`src/rtl/led_pkg.sv`:
```
// Shared definitions for the LED bar driver: mode encodings and a counter-width helper.
package led_pkg;

    localparam int MODE_W = 3;

    localparam logic [MODE_W-1:0] MODE_OFF   = 3'd0;
    localparam logic [MODE_W-1:0] MODE_BAR   = 3'd1;
    localparam logic [MODE_W-1:0] MODE_DOT   = 3'd2;
    localparam logic [MODE_W-1:0] MODE_DRAIN = 3'd3;
    localparam logic [MODE_W-1:0] MODE_SWEEP = 3'd4;
    localparam logic [MODE_W-1:0] MODE_ALL   = 3'd5;

    // Bits needed to count 0..v-1, never less than one.
    function automatic int clog2(input int v);
        int r;
        r = 0;
        while ((1 << r) < v) begin
            r = r + 1;
        end
        return (r < 1) ? 1 : r;
    endfunction

endpackage

```
`src/rtl/led_prescaler.sv`:
```
// Enabled wrap-around counter; tick pulses for one cycle on the edge where the count wraps.
module led_prescaler
    import led_pkg::*;
#(
    parameter int DIV = 4
) (
    input  logic clk,
    input  logic rst,
    input  logic en,
    input  logic clr,
    output logic tick
);

    localparam int            CW   = clog2(DIV);
    localparam logic [CW-1:0] LAST = CW'(DIV - 1);

    logic [CW-1:0] cnt_q;
    logic [CW-1:0] cnt_d;

    assign tick = en && !clr && (cnt_q == LAST);

    always_comb begin
        cnt_d = cnt_q;
        if (clr) begin
            cnt_d = '0;
        end else if (en) begin
            cnt_d = (cnt_q == LAST) ? '0 : cnt_q + 1'b1;
        end
    end

    always_ff @(posedge clk) begin
        if (!rst) begin
            cnt_q <= '0;
        end else begin
            cnt_q <= cnt_d;
        end
    end

endmodule

```
`src/rtl/led_bar_driver.sv`:
```
// Registered LED bar driver: level/mode to N-bit pattern, bouncing-dot sweep and blink gating.
module led_bar_driver
    import led_pkg::*;
#(
    parameter int N_LEDS    = 5,
    parameter int LVL_W     = 3,
    parameter int BLINK_DIV = 25000000,
    parameter int SWEEP_DIV = 12500000
) (
    input  logic              clk,
    input  logic              rst,
    input  logic [MODE_W-1:0] mode,
    input  logic [LVL_W-1:0]  level,
    input  logic              level_valid,
    input  logic              blink_en,
    output logic [N_LEDS-1:0] out
);

    localparam int            PW        = clog2(N_LEDS);
    localparam logic [PW-1:0] POS_TOP   = PW'(N_LEDS - 1);
    localparam logic [PW-1:0] POS_BELOW = (N_LEDS > 1) ? PW'(N_LEDS - 2) : '0;
    localparam logic [PW-1:0] POS_ONE   = (N_LEDS > 1) ? PW'(1) : '0;

    logic [N_LEDS-1:0] out_q, out_d;
    logic [LVL_W-1:0]  level_reg_q;
    logic [MODE_W-1:0] mode_q;
    logic [PW-1:0]     pos_q, pos_d;
    logic              dir_q, dir_d;   // 0 = up, 1 = down
    logic              phase_q, phase_d;
    logic              sweep_active, sweep_restart, sweep_tick, blink_tick;
    logic              blink_on;
    logic [LVL_W-1:0]  level_eff;

    function automatic logic [N_LEDS-1:0] pattern(input logic [MODE_W-1:0] m,
                                                  input logic [LVL_W-1:0]  l,
                                                  input logic [PW-1:0]     p);
        logic [N_LEDS-1:0] r;
        int                lv;
        r  = '0;
        lv = int'(l);
        for (int i = 0; i < N_LEDS; i++) begin
            case (m)
                MODE_BAR:   r[i] = (i <= lv);
                MODE_DOT:   r[i] = (lv >= N_LEDS - 1) ? (i == 0) : (i == N_LEDS - 1 - lv);
                MODE_DRAIN: begin
                    if (lv == 0)               r[i] = 1'b1;
                    else if (lv <= N_LEDS - 2) r[i] = (i == N_LEDS - 1) || (i < N_LEDS - 1 - lv);
                    else                       r[i] = 1'b0;
                end
                MODE_SWEEP: r[i] = (i == int'(p));
                MODE_ALL:   r[i] = 1'b1;
                default:    r[i] = 1'b0;
            endcase
        end
        return r;
    endfunction

    assign level_eff     = level_valid ? level : level_reg_q;
    assign sweep_active  = (mode == MODE_SWEEP);
    assign sweep_restart = sweep_active && (mode_q != MODE_SWEEP);
    assign blink_on      = blink_en ? phase_q : 1'b1;
    assign out           = out_q;

    led_prescaler #(.DIV(SWEEP_DIV)) u_sweep_div (
        .clk  (clk),
        .rst  (rst),
        .en   (sweep_active),
        .clr  (sweep_restart),
        .tick (sweep_tick)
    );

    led_prescaler #(.DIV(BLINK_DIV)) u_blink_div (
        .clk  (clk),
        .rst  (rst),
        .en   (blink_en),
        .clr  (!blink_en),
        .tick (blink_tick)
    );

    // Bouncing dot: 0,1,..,N-1,N-2,..,0,1,...
    always_comb begin
        pos_d = pos_q;
        dir_d = dir_q;
        if (sweep_restart) begin
            pos_d = '0;
            dir_d = 1'b0;
        end else if (sweep_tick && N_LEDS > 1) begin
            if (!dir_q) begin
                if (pos_q == POS_TOP) begin
                    dir_d = 1'b1;
                    pos_d = POS_BELOW;
                end else begin
                    pos_d = pos_q + 1'b1;
                end
            end else begin
                if (pos_q == '0) begin
                    dir_d = 1'b0;
                    pos_d = POS_ONE;
                end else begin
                    pos_d = pos_q - 1'b1;
                end
            end
        end
    end

    always_comb begin
        phase_d = 1'b1;
        if (blink_en) begin
            phase_d = blink_tick ? ~phase_q : phase_q;
        end
    end

    // The sweep dot shown is the position after this edge, so a step is visible immediately.
    always_comb begin
        out_d = out_q;
        if (mode <= MODE_ALL) begin
            out_d = pattern(mode, level_eff, pos_d) & {N_LEDS{blink_on}};
        end
    end

    always_ff @(posedge clk) begin
        if (!rst) begin
            out_q       <= '1;
            level_reg_q <= '0;
            mode_q      <= MODE_OFF;
            pos_q       <= '0;
            dir_q       <= 1'b0;
            phase_q     <= 1'b1;
        end else begin
            out_q   <= out_d;
            mode_q  <= mode;
            pos_q   <= pos_d;
            dir_q   <= dir_d;
            phase_q <= phase_d;
            if (level_valid) begin
                level_reg_q <= level;
            end
        end
    end

endmodule

```
`config.mk`:
```
export PLATFORM = sky130hd
export DESIGN_NAME = led_bar_driver
export DESIGN_NICKNAME = d
export VERILOG_FILES = /design/src/rtl/led_pkg.sv /design/src/rtl/led_prescaler.sv /design/src/rtl/led_bar_driver.sv
export SDC_FILE = /design/constraint.sdc
export NUM_CORES = 1
export LEC_CHECK = 0
export ABC_AREA = 1
export CAP_MARGIN = 0
export CORE_ASPECT_RATIO = 1.5
export CORE_MARGIN = 5
export CORE_UTILIZATION = 45
export CTS_BUF_LIST = sky130_fd_sc_hd__clkbuf_4
export DETAILED_ROUTE_END_ITERATION = 8
export PLACE_DENSITY_LB_ADDON = 0.3
export SLEW_MARGIN = 10
export SYNTH_ARGS = -nofsm -noshare
export SYNTH_HDL_FRONTEND = slang
export SYNTH_SLANG_ARGS = --single-unit
export TNS_END_PERCENT = 30
```
`constraint.sdc`:
```
create_clock -name clk -period 3.6 [get_ports clk]
set_input_delay 1.08 -clock clk [delete_from_list [all_inputs] [get_ports clk]]
set_output_delay 1.08 -clock clk [all_outputs]
set_load 0.05 [all_outputs]
```
==> results of run 1 <==
-- per-stage QoR --
step | utilization (%) | area, sq um | worst slack (ns)
2_1_floorplan | - | 3870 | 0.830
3_3_place_gp | 49.2 | 4140 | 0.439
3_5_place_dp | 49.2 | 4140 | 0.395
4_1_cts | 51.2 | 4310 | 0.855
5_1_grt | 51.2 | 4310 | 0.644
6_report | 51.2 | 4310 | 0.810
-- state kept, by name (all words and copies together) (netlist names), named ones only --
signal,count
level_reg_q,3
phase_q,1
u_sweep_div.cnt_q,24
out,5
u_blink_div.cnt_q,25
mode_q,3
pos_q,3
-- logic make-up (layout without fill, tap and decap cells) --
logic type / count (synthesis) / count (layout) / share of synthesized area (%)
AND/OR/NAND/NOR: 306 / 306 / 38.2
AO/OA/AOI/OAI: 72 / 72 / 10.6
flip-flops: 65 / 65 / 33.6
adder cells (fa/ha/maj): 18 / 18 / 5.82
XOR/XNOR: 9 / 9 / 2.04
buffers and inverters: 97 / 125 / 9.69
-- critical path, stage by stage --
cell	delay, ns
sky130_fd_sc_hd__clkdlybuf4s50_1	0.49
sky130_fd_sc_hd__o21ai_0	0.35
sky130_fd_sc_hd__buf_4	0.21
sky130_fd_sc_hd__inv_1	0.07
sky130_fd_sc_hd__ha_1	0.18
sky130_fd_sc_hd__nor2_1	0.10
sky130_fd_sc_hd__o21ai_0	0.12
sky130_fd_sc_hd__a21oi_1	0.18
sky130_fd_sc_hd__nand3_1	0.10
sky130_fd_sc_hd__o21bai_1	0.16
sky130_fd_sc_hd__nand2_1	0.06
sky130_fd_sc_hd__nand2_1	0.05
-- cells in the mapped netlist, types with 2 or more instances --
cell type / instances
sky130_fd_sc_hd__a221oi_1: 2
sky130_fd_sc_hd__nor2_2: 6
sky130_fd_sc_hd__xor2_1: 8
sky130_fd_sc_hd__buf_2: 3
sky130_fd_sc_hd__nand2_2: 10
sky130_fd_sc_hd__nand3_2: 6
sky130_fd_sc_hd__nor2_4: 7
sky130_fd_sc_hd__a21oi_1: 30
sky130_fd_sc_hd__o21ai_1: 4
sky130_fd_sc_hd__o21ai_0: 19
sky130_fd_sc_hd__nor2_1: 68
sky130_fd_sc_hd__nor4_1: 5
sky130_fd_sc_hd__nand3b_1: 2
sky130_fd_sc_hd__nand4_1: 12
sky130_fd_sc_hd__nor3b_1: 7
sky130_fd_sc_hd__nand2_1: 126
sky130_fd_sc_hd__o21bai_1: 3
sky130_fd_sc_hd__inv_2: 4
sky130_fd_sc_hd__inv_1: 88
sky130_fd_sc_hd__ha_1: 18
sky130_fd_sc_hd__nand3_1: 30
sky130_fd_sc_hd__a211oi_1: 4
sky130_fd_sc_hd__dfxtp_1: 65
sky130_fd_sc_hd__nor3_1: 19
sky130_fd_sc_hd__a31oi_1: 3
sky130_fd_sc_hd__or2_2: 2
-- worst paths after layout --
check | endpoint | slack, ns
worst max-delay path | out[2] | 0.81
worst min-delay path | u_blink_div.cnt_q[0] | 0.45
worst max register to register | u_blink_div.cnt_q[20] | 1.47
worst min register to register | u_blink_div.cnt_q[0] | 0.45
-- per-layer routing --
metal / vias up / wire (um) / track usage [%]
li1: 1869 / - / -
met1: 1634 / 3420 / 18.0
met3: 19 / 279 / 3.97
met2: 63 / 4520 / 34.0
met4: 0 / 167 / 6.83
met5: - / 0 / 0
-- power by group through the flow --
stage	clock network [mW]	registers [mW]	logic [mW]
CTS	0.605	0.736	0.135
floorplan	0	0.771	0.0705
detailed placement	0	0.752	0.134
global placement	0	0.752	0.132
global route	0.640	0.738	0.151
finish	0.591	0.736	0.135
-- final cells by class --
type                            instances  share of cell area [%]
Inverter                               92                    8.01
Clock buffer                            9                    1.57
Multi-Input combinational cell        405                    51.0
Sequential cell                        65                    30.2
Clock inverter                          7                    2.38
Tap cell                              107                    3.11
Timing Repair Buffer                   17                    3.77
==> metrics, run 1 <==
status completed; post-synthesis cell type with the largest combined area sky130_fd_sc_hd__dfxtp_1; overall die width 85.7 um; number of cells traversed by the worst hold path 1; Hold-fix buffers, CTS 0; number of synthesized flops with an enable pin 0; top_reg_cell synth sky130_fd_sc_hd__dfxtp_1; CTS tree built; number of DRC markers after the initial detailed-route iteration 176; critical path start-end classification input port to flop; synth warn 0; GP Congestion 0.892; antenna violations before repair 0; wire length per cell 11.9 um; setup skew after layout 0.0155 ns; top-area cell type share of the netlist area 33.6%; IO Port Bufs 14; type of destination of the critical path flop; Leakage 1.78 nW; CTS H-tree depth 3; fmax 358 MHz; final worst-path cycle share 77.5%; Layout Cells excl Fill around 700; placed cell count roughly 700; number of sinks handled by clock tree synthesis 65; total gr overflow 0; leading cell type in the layout, fill and taps excluded sky130_fd_sc_hd__nand2_1; combinational share of power 9.2%; I/O pin count 15; Multi-input gate area 2200 sq um; relative contribution of the clock network to total power 40.4%; PnR Total Power 1.46 mW; RSZ-0062 raised after global routing false; filler cell count around 880; proportion of register bits with asynchronous set or reset after synthesis 0%; setup bufs post-CTS 0; Final Hold Vio Count 0; number of nets in the final layout 618; number of max-capacitance violations reported 0; largest voltage drop on the vdd net 0.000361 V; crit path launch level_valid; CTS buffer count 9; largest cells by area after synthesis sky130_fd_sc_hd__dfxtp_1 34%, sky130_fd_sc_hd__nand2_1 12%, sky130_fd_sc_hd__inv_1 8.5%; Post-Synthesis Mean Instance Area 6.83 sq um; peak fanout along the critical path 6; number of global-route vias before repair 3581; class of the tightest hold or removal check flop to flop; Data required, critical path 3.95 ns; count of cells along the worst register-to-register path 9; first-pass GRT wire length 15.1 mm; area of the core 8410 sq um; vias per cell 5.11; slew margin rel. 66.5%; cells resized by post-CTS repair 0; maximum clock path buffer count 2; Die ar. 10600 sq um; Worst EP arrival 3.14 ns; cell at the root of the clock tree sky130_fd_sc_hd__clkbuf_4; number of DRC violations after detailed routing 0; Worst R2R Start u_blink_div.cnt_q[0]; ANT cells 0; overall routed net length approximately 8.4 mm; clock transition time at the flip-flop clock pins of the worst setup and hold paths 0.13 ns; Syn-to-layout area delta 11.3%; share of power burned in registers approximately 50%; Cell Pwr Density 339 nW/um^2; Startpoint Class input port; synthesized netlist cell count 567; final slew viol count 0; net count of the mapped netlist between 500 and 600; Starting Density 46.0%; die height 124 um; synth unique cells 42; Worst-Skew Late Latency approximately 0.44 ns; ANT nets after route 0; Worst Min Path Start u_blink_div.cnt_q[0]; total standard cell area after synthesis 3870 sq um; via count of the routed design 3585; number of iterations in the first detailed-routing pass 5; worst hold slack roughly 0.45 ns; Internal Power 1.07 mW; post-detail-place hpwl 6.45 mm; maximum number of pins on one net before global-route repair 26; leading cell types in the layout, fill and taps excluded 126 x sky130_fd_sc_hd__nand2_1, 88 x sky130_fd_sc_hd__inv_1, 68 x sky130_fd_sc_hd__nor2_1, 65 x sky130_fd_sc_hd__dfxtp_1; Switching Power 396 uW; layout cells sized above 1 approximately a tenth; area used by sequential logic in the layout 1300 sq um; count of standard-cell rows 41; post-synthesis sequential element count 65; Tot GR Track Use 17.6%; post-route setup TNS 0 ns; transition at the pin with the smallest max-transition slack 0.502 ns; fraction of power spent switching nets a little over a quarter; sequential cell area fraction in the yosys report 33.6%; # setup viols final 0; Final Critical Period ~2.8 ns
(Power assumes the default switching activity.)
==> inputs of run 2 (changes only) <==
Clock period 3.6 ns to 2.7 ns, I/O delays scaled along.
==> run 2 against run 1 <==
Setup slack lost 0.54 ns; sequential cell count unchanged; final area increased by 4.2%.
==> metrics, run 2 (synthesis gave the netlist of run 1 again) <==
maximum clock path buffer count 2; status completed; Cell Pwr Density 460 nW/um^2; slew margin rel. approximately two thirds; I/O pin count 15; max reg flops 25; Final Hold Vio Count 0; Leakage 1.89 nW; crit path setup slack, layout between 0.2 and 0.3 ns; setup skew after layout approximately 0.021 ns; overall routed net length 8.27 mm; antenna violations before repair 1; ANT nets after route 0; Tot GR Track Use between 10% and 20%; Layout Cells excl Fill 722; placed cell count around 710; Data required, critical path approximately 1.9 ns; Top delay family on crit path buffers and inverters; number of sinks handled by clock tree synthesis 65; delay contributed by the slowest stage of the critical path 0.81 ns; GP Congestion around 0.86; layout cells sized above 1 13.0%; type of destination of the critical path primary output; Die ar. 10600 sq um; Starting Density 46.0%; worst-path cell chain clkdlybuf4s50_1; overall die width 85.7 um; transition at the pin with the smallest max-transition slack around 0.5 ns; IO Port Bufs 14; Critical path buffers and inverters 1; worst-path cell with the longest stage delay sky130_fd_sc_hd__clkdlybuf4s50_1; leading cell types in the layout, fill and taps excluded 126 x sky130_fd_sc_hd__nand2_1, 88 x sky130_fd_sc_hd__inv_1, 68 x sky130_fd_sc_hd__nor2_1, 65 x sky130_fd_sc_hd__dfxtp_1; Startpoint Class flop; maximum number of pins on one net before global-route repair 16; number of global-route vias before repair 3544; final slew viol count 0; number of max-capacitance violations reported 0; class of the tightest hold or removal check flop to flop; cell at the root of the clock tree sky130_fd_sc_hd__clkbuf_4; area of the core 8410 sq um; number of iterations in the first detailed-routing pass 4; critical path start-end classification flop to primary output; count of standard-cell rows just over 40; fmax about 400 MHz; number of DRC violations after detailed routing 0; cells resized by post-CTS repair 0; Worst-Skew Late Latency about 0.44 ns; setup bufs post-CTS 0; largest voltage drop on the vdd net 0.000350 V; leading cell type in the layout, fill and taps excluded sky130_fd_sc_hd__nand2_1; Syn-to-layout area delta 15.9%; post-detail-place hpwl roughly 6.5 mm; peak fanout along the critical path 2; CTS tree built; CTS buffer count 9; final worst-path cycle share 89.8%; filler cell count about 870; # setup viols final 0; first-pass GRT wire length 14.5 mm; wire length per cell 11.5 um; Final Critical Period 2.43 ns; die height 124 um; via count of the routed design 3625; number of nets in the final layout 637; CTS H-tree depth 3; register bank with the most flops u_blink_div.cnt_q; clock transition time at the flip-flop clock pins of the worst setup and hold paths about 0.13 ns; number of DRC markers after the initial detailed-route iteration 157; Worst EP arrival 1.62 ns; vias per cell roughly 5; worst setup timing slack at the placement stage -0.136 ns; total gr overflow 0; RSZ-0062 raised after global routing false; Hold-fix buffers, CTS 0; PnR Total Power 2.06 mW
## run 2: path summary, 6_finish.rpt
path	start	end	slack, ns	cells after the start
setup / recovery	out[2]	out[2]	0.27	1
hold / removal	u_blink_div.cnt_q[0]	u_blink_div.cnt_q[0]	0.46	1
setup reg to reg	pos_q[0]	out[4]	0.73	14
hold reg to reg	u_blink_div.cnt_q[0]	u_blink_div.cnt_q[0]	0.46	1
## run 2: per-layer routing
layer	GRT usage, %	vias to the layer above	routed length, um
met5	0	-	0
met4	8.91	0	238
met3	3.77	18	240
met2	32.2	52	4390
met1	16.7	1653	3400
li1	-	1902	-
## run 2: stage by stage
| stage | hold WS [ns] | util (%) | setup TNS [ns] | cell area [sq um] |
|---|---|---|---|---|
| global placement | 0.427 | 51.0 | -0.168 | 4290 |
| CTS | 0.459 | 53.3 | 0 | 4490 |
| floorplan | 0.418 | - | 0 | 3870 |
| finish | 0.458 | 53.3 | 0 | 4490 |
| detailed placement | 0.440 | 51.0 | -0.334 | 4290 |
| global route | 0.471 | 53.3 | 0 | 4490 |
## run 2: report_power, final
group | switching (mW) | total, mW | internal [mW]
clock | 0.401 | 0.877 | 0.476
sequential | 0.00775 | 0.982 | 0.974
combinational | 0.121 | 0.205 | 0.0842
## run 2: cell type report
class | count | area [sq um] | area share [%]
inverter | 92 | 345 | 7.69
sequential | 65 | 1300 | 29.0
multi-input combinational | 405 | 2200 | 48.9
antenna | 1 | 2.50 | 0.0558
tap | 107 | 134 | 2.98
clock inverter | 7 | 124 | 2.76
timing repair buffer | 36 | 318 | 7.08
clock buffer | 9 | 67.6 | 1.51
==> inputs of run 3 (changes only) <==
Settings changed: CTS_BUF_LIST sky130_fd_sc_hd__clkbuf_4 to default.
==> run 3 against run 2 <==
Sequential share of layout area fell by 0.97 points; setup slack got worse by 0.071 ns; count of clock-buffer cells in the layout is the same; final area up 3.5%; non-clock buffer count stayed put; critical path type is now input port to flop; worst hold slack worse by 0.0086 ns; clock power is 55% higher; critical path depth up 12; via count unchanged; core utilization increased by 1.8 points.
==> metrics, run 3 (synthesis gave the netlist of run 1 again) <==
Critical path buffers and inverters 4; setup skew after layout 0.00687 ns; Final Critical Period around 2.5 ns; total gr overflow 0; cells resized by post-CTS repair 0; area used by sequential logic in the layout between 1000 and 1500 sq um; Leakage roughly 2.0 nW; Top delay family on crit path buffers and inverters; number of max-capacitance violations reported 0; # setup viols final 0; placed cell count 705; Worst EP arrival about 2.7 ns; overall routed net length 8.35 mm; cell at the root of the clock tree sky130_fd_sc_hd__clkbuf_16; Worst-Skew Late Latency 0.34 ns; type of destination of the critical path flop; filler cell count approximately 850; number of iterations in the first detailed-routing pass 4; leading cell types in the layout, fill and taps excluded 126 x sky130_fd_sc_hd__nand2_1, 88 x sky130_fd_sc_hd__inv_1, 68 x sky130_fd_sc_hd__nor2_1, 65 x sky130_fd_sc_hd__dfxtp_1; die height 124 um; status completed; class of the tightest hold or removal check flop to flop; largest voltage drop on the vdd net 0.000356 V; area of the core 8410 sq um; fmax about 400 MHz; IO Port Bufs 14; Tot GR Track Use 17.0%; Starting Density 46.0%; Multi-input gate area 2200 sq um; vias per cell 5.03; worst-path cell with the longest stage delay sky130_fd_sc_hd__clkdlybuf4s50_1; leading cell type in the layout, fill and taps excluded sky130_fd_sc_hd__nand2_1; Layout Cells excl Fill 721; number of nets in the final layout 637; antenna violations before repair 0; transition at the pin with the smallest max-transition slack 0.503 ns; RSZ-0062 raised after global routing false; GP Congestion 0.859; layout cells sized above 1 a little over an eighth; final slew viol count 0; Data required, critical path between 2 and 3 ns; CTS buffer count 9; Final Hold Vio Count 0; maximum number of pins on one net before global-route repair 16; CTS H-tree depth 3; peak fanout along the critical path 7; Syn-to-layout area delta 19.9%; number of DRC markers after the initial detailed-route iteration 164; register bank with the most flops u_blink_div.cnt_q; number of sinks handled by clock tree synthesis 65; clock transition time at the flip-flop clock pins of the worst setup and hold paths 0.06 ns; maximum clock path buffer count 2; I/O pin count 15; final worst-path cycle share 92.5%; setup bufs post-CTS 0; end-of-flow core utilization 55.2%; Die ar. between 10000 and 15000 sq um; critical path start-end classification input port to flop; worst hold slack 0.450 ns; ANT cells 0; overall die width 85.7 um; slew margin rel. 66.4%; worst-path cell chain clkdlybuf4s50_1 -> buf_4 -> o21ai_0 -> buf_4 -> inv_1 -> ha_1 -> nor2_1 -> o21ai_0 -> a21oi_1 -> nand3_1 -> o21bai_1 -> nand2_1 -> nand2_1; Cell Pwr Density around 550 nW/um^2; delay contributed by the slowest stage of the critical path 0.43 ns; max reg flops 25; number of DRC violations after detailed routing 0; first-pass GRT wire length between 10 and 15 mm; via count of the routed design 3625; post-detail-place hpwl 6.47 mm; number of global-route vias before repair about 3600; Startpoint Class input port; Hold-fix buffers, CTS 0; CTS tree built; ANT nets after route 0; count of standard-cell rows 41; wire length per cell between 10 and 15 um
## run 3: final timing paths
check | slack (ns) | to | start | cells past startpoint
setup / recovery | 0.20 | out[2] | level_valid | 13
hold / removal | 0.45 | u_blink_div.cnt_q[0] | u_blink_div.cnt_q[0] | 1
setup reg to reg | 0.73 | out[4] | pos_q[0] | 14
hold reg to reg | 0.45 | u_blink_div.cnt_q[0] | u_blink_div.cnt_q[0] | 1
## run 3: worst register-to-register path, stage by stage (launching register included)
cell                      delay, ns
sky130_fd_sc_hd__dfxtp_1       0.33
sky130_fd_sc_hd__inv_1         0.08
sky130_fd_sc_hd__ha_1          0.26
sky130_fd_sc_hd__ha_1          0.20
sky130_fd_sc_hd__nor2_1        0.17
sky130_fd_sc_hd__inv_1         0.08
sky130_fd_sc_hd__o21ai_0       0.15
sky130_fd_sc_hd__nand3_1       0.10
sky130_fd_sc_hd__nand2_1       0.07
sky130_fd_sc_hd__inv_1         0.06
sky130_fd_sc_hd__a21oi_2       0.16
sky130_fd_sc_hd__nand2_1       0.08
sky130_fd_sc_hd__nand2_1       0.05
sky130_fd_sc_hd__nand2_1       0.05
sky130_fd_sc_hd__nand2_1       0.07
## run 3: report_power, final
| part | switching (mW) | total (mW) | internal [mW] |
|---|---|---|---|
| clock network | 0.451 | 1.36 | 0.909 |
| logic | 0.121 | 0.205 | 0.0842 |
| registers | 0.00787 | 0.983 | 0.975 |
| total | 0.580 | 2.55 | 1.97 |
## run 3: routing by layer
layer | up-vias | GRT usage [%] | wire length [um]
li1 | 1901 | - | -
met1 | 1655 | 16.6 | 3400
met2 | 49 | 32.9 | 4480
met3 | 20 | 4.24 | 264
met4 | 0 | 7.82 | 206
met5 | - | 0 | 0
## run 3: area by class of cell
| type | count | area share, % |
|---|---|---|
| clock buffer | 9 | 4.85 |
| clock inverter | 7 | 2.67 |
| inverter | 92 | 7.44 |
| multi-input combinational | 405 | 47.3 |
| sequential | 65 | 28.0 |
| tap | 107 | 2.88 |
| timing repair buffer | 36 | 6.84 |
## run 3: stage by stage
step	worst slack, ns	TNS (ns)	power [mW]	cell area (sq um)
floorplan	0.200	0	1.12	3870
global placement	-0.0778	-0.168	1.21	4290
detailed placement	-0.136	-0.334	1.21	4290
CTS	0.214	0	2.58	4640
global route	0.0209	0	2.64	4640
finish	0.203	0	2.55	4640
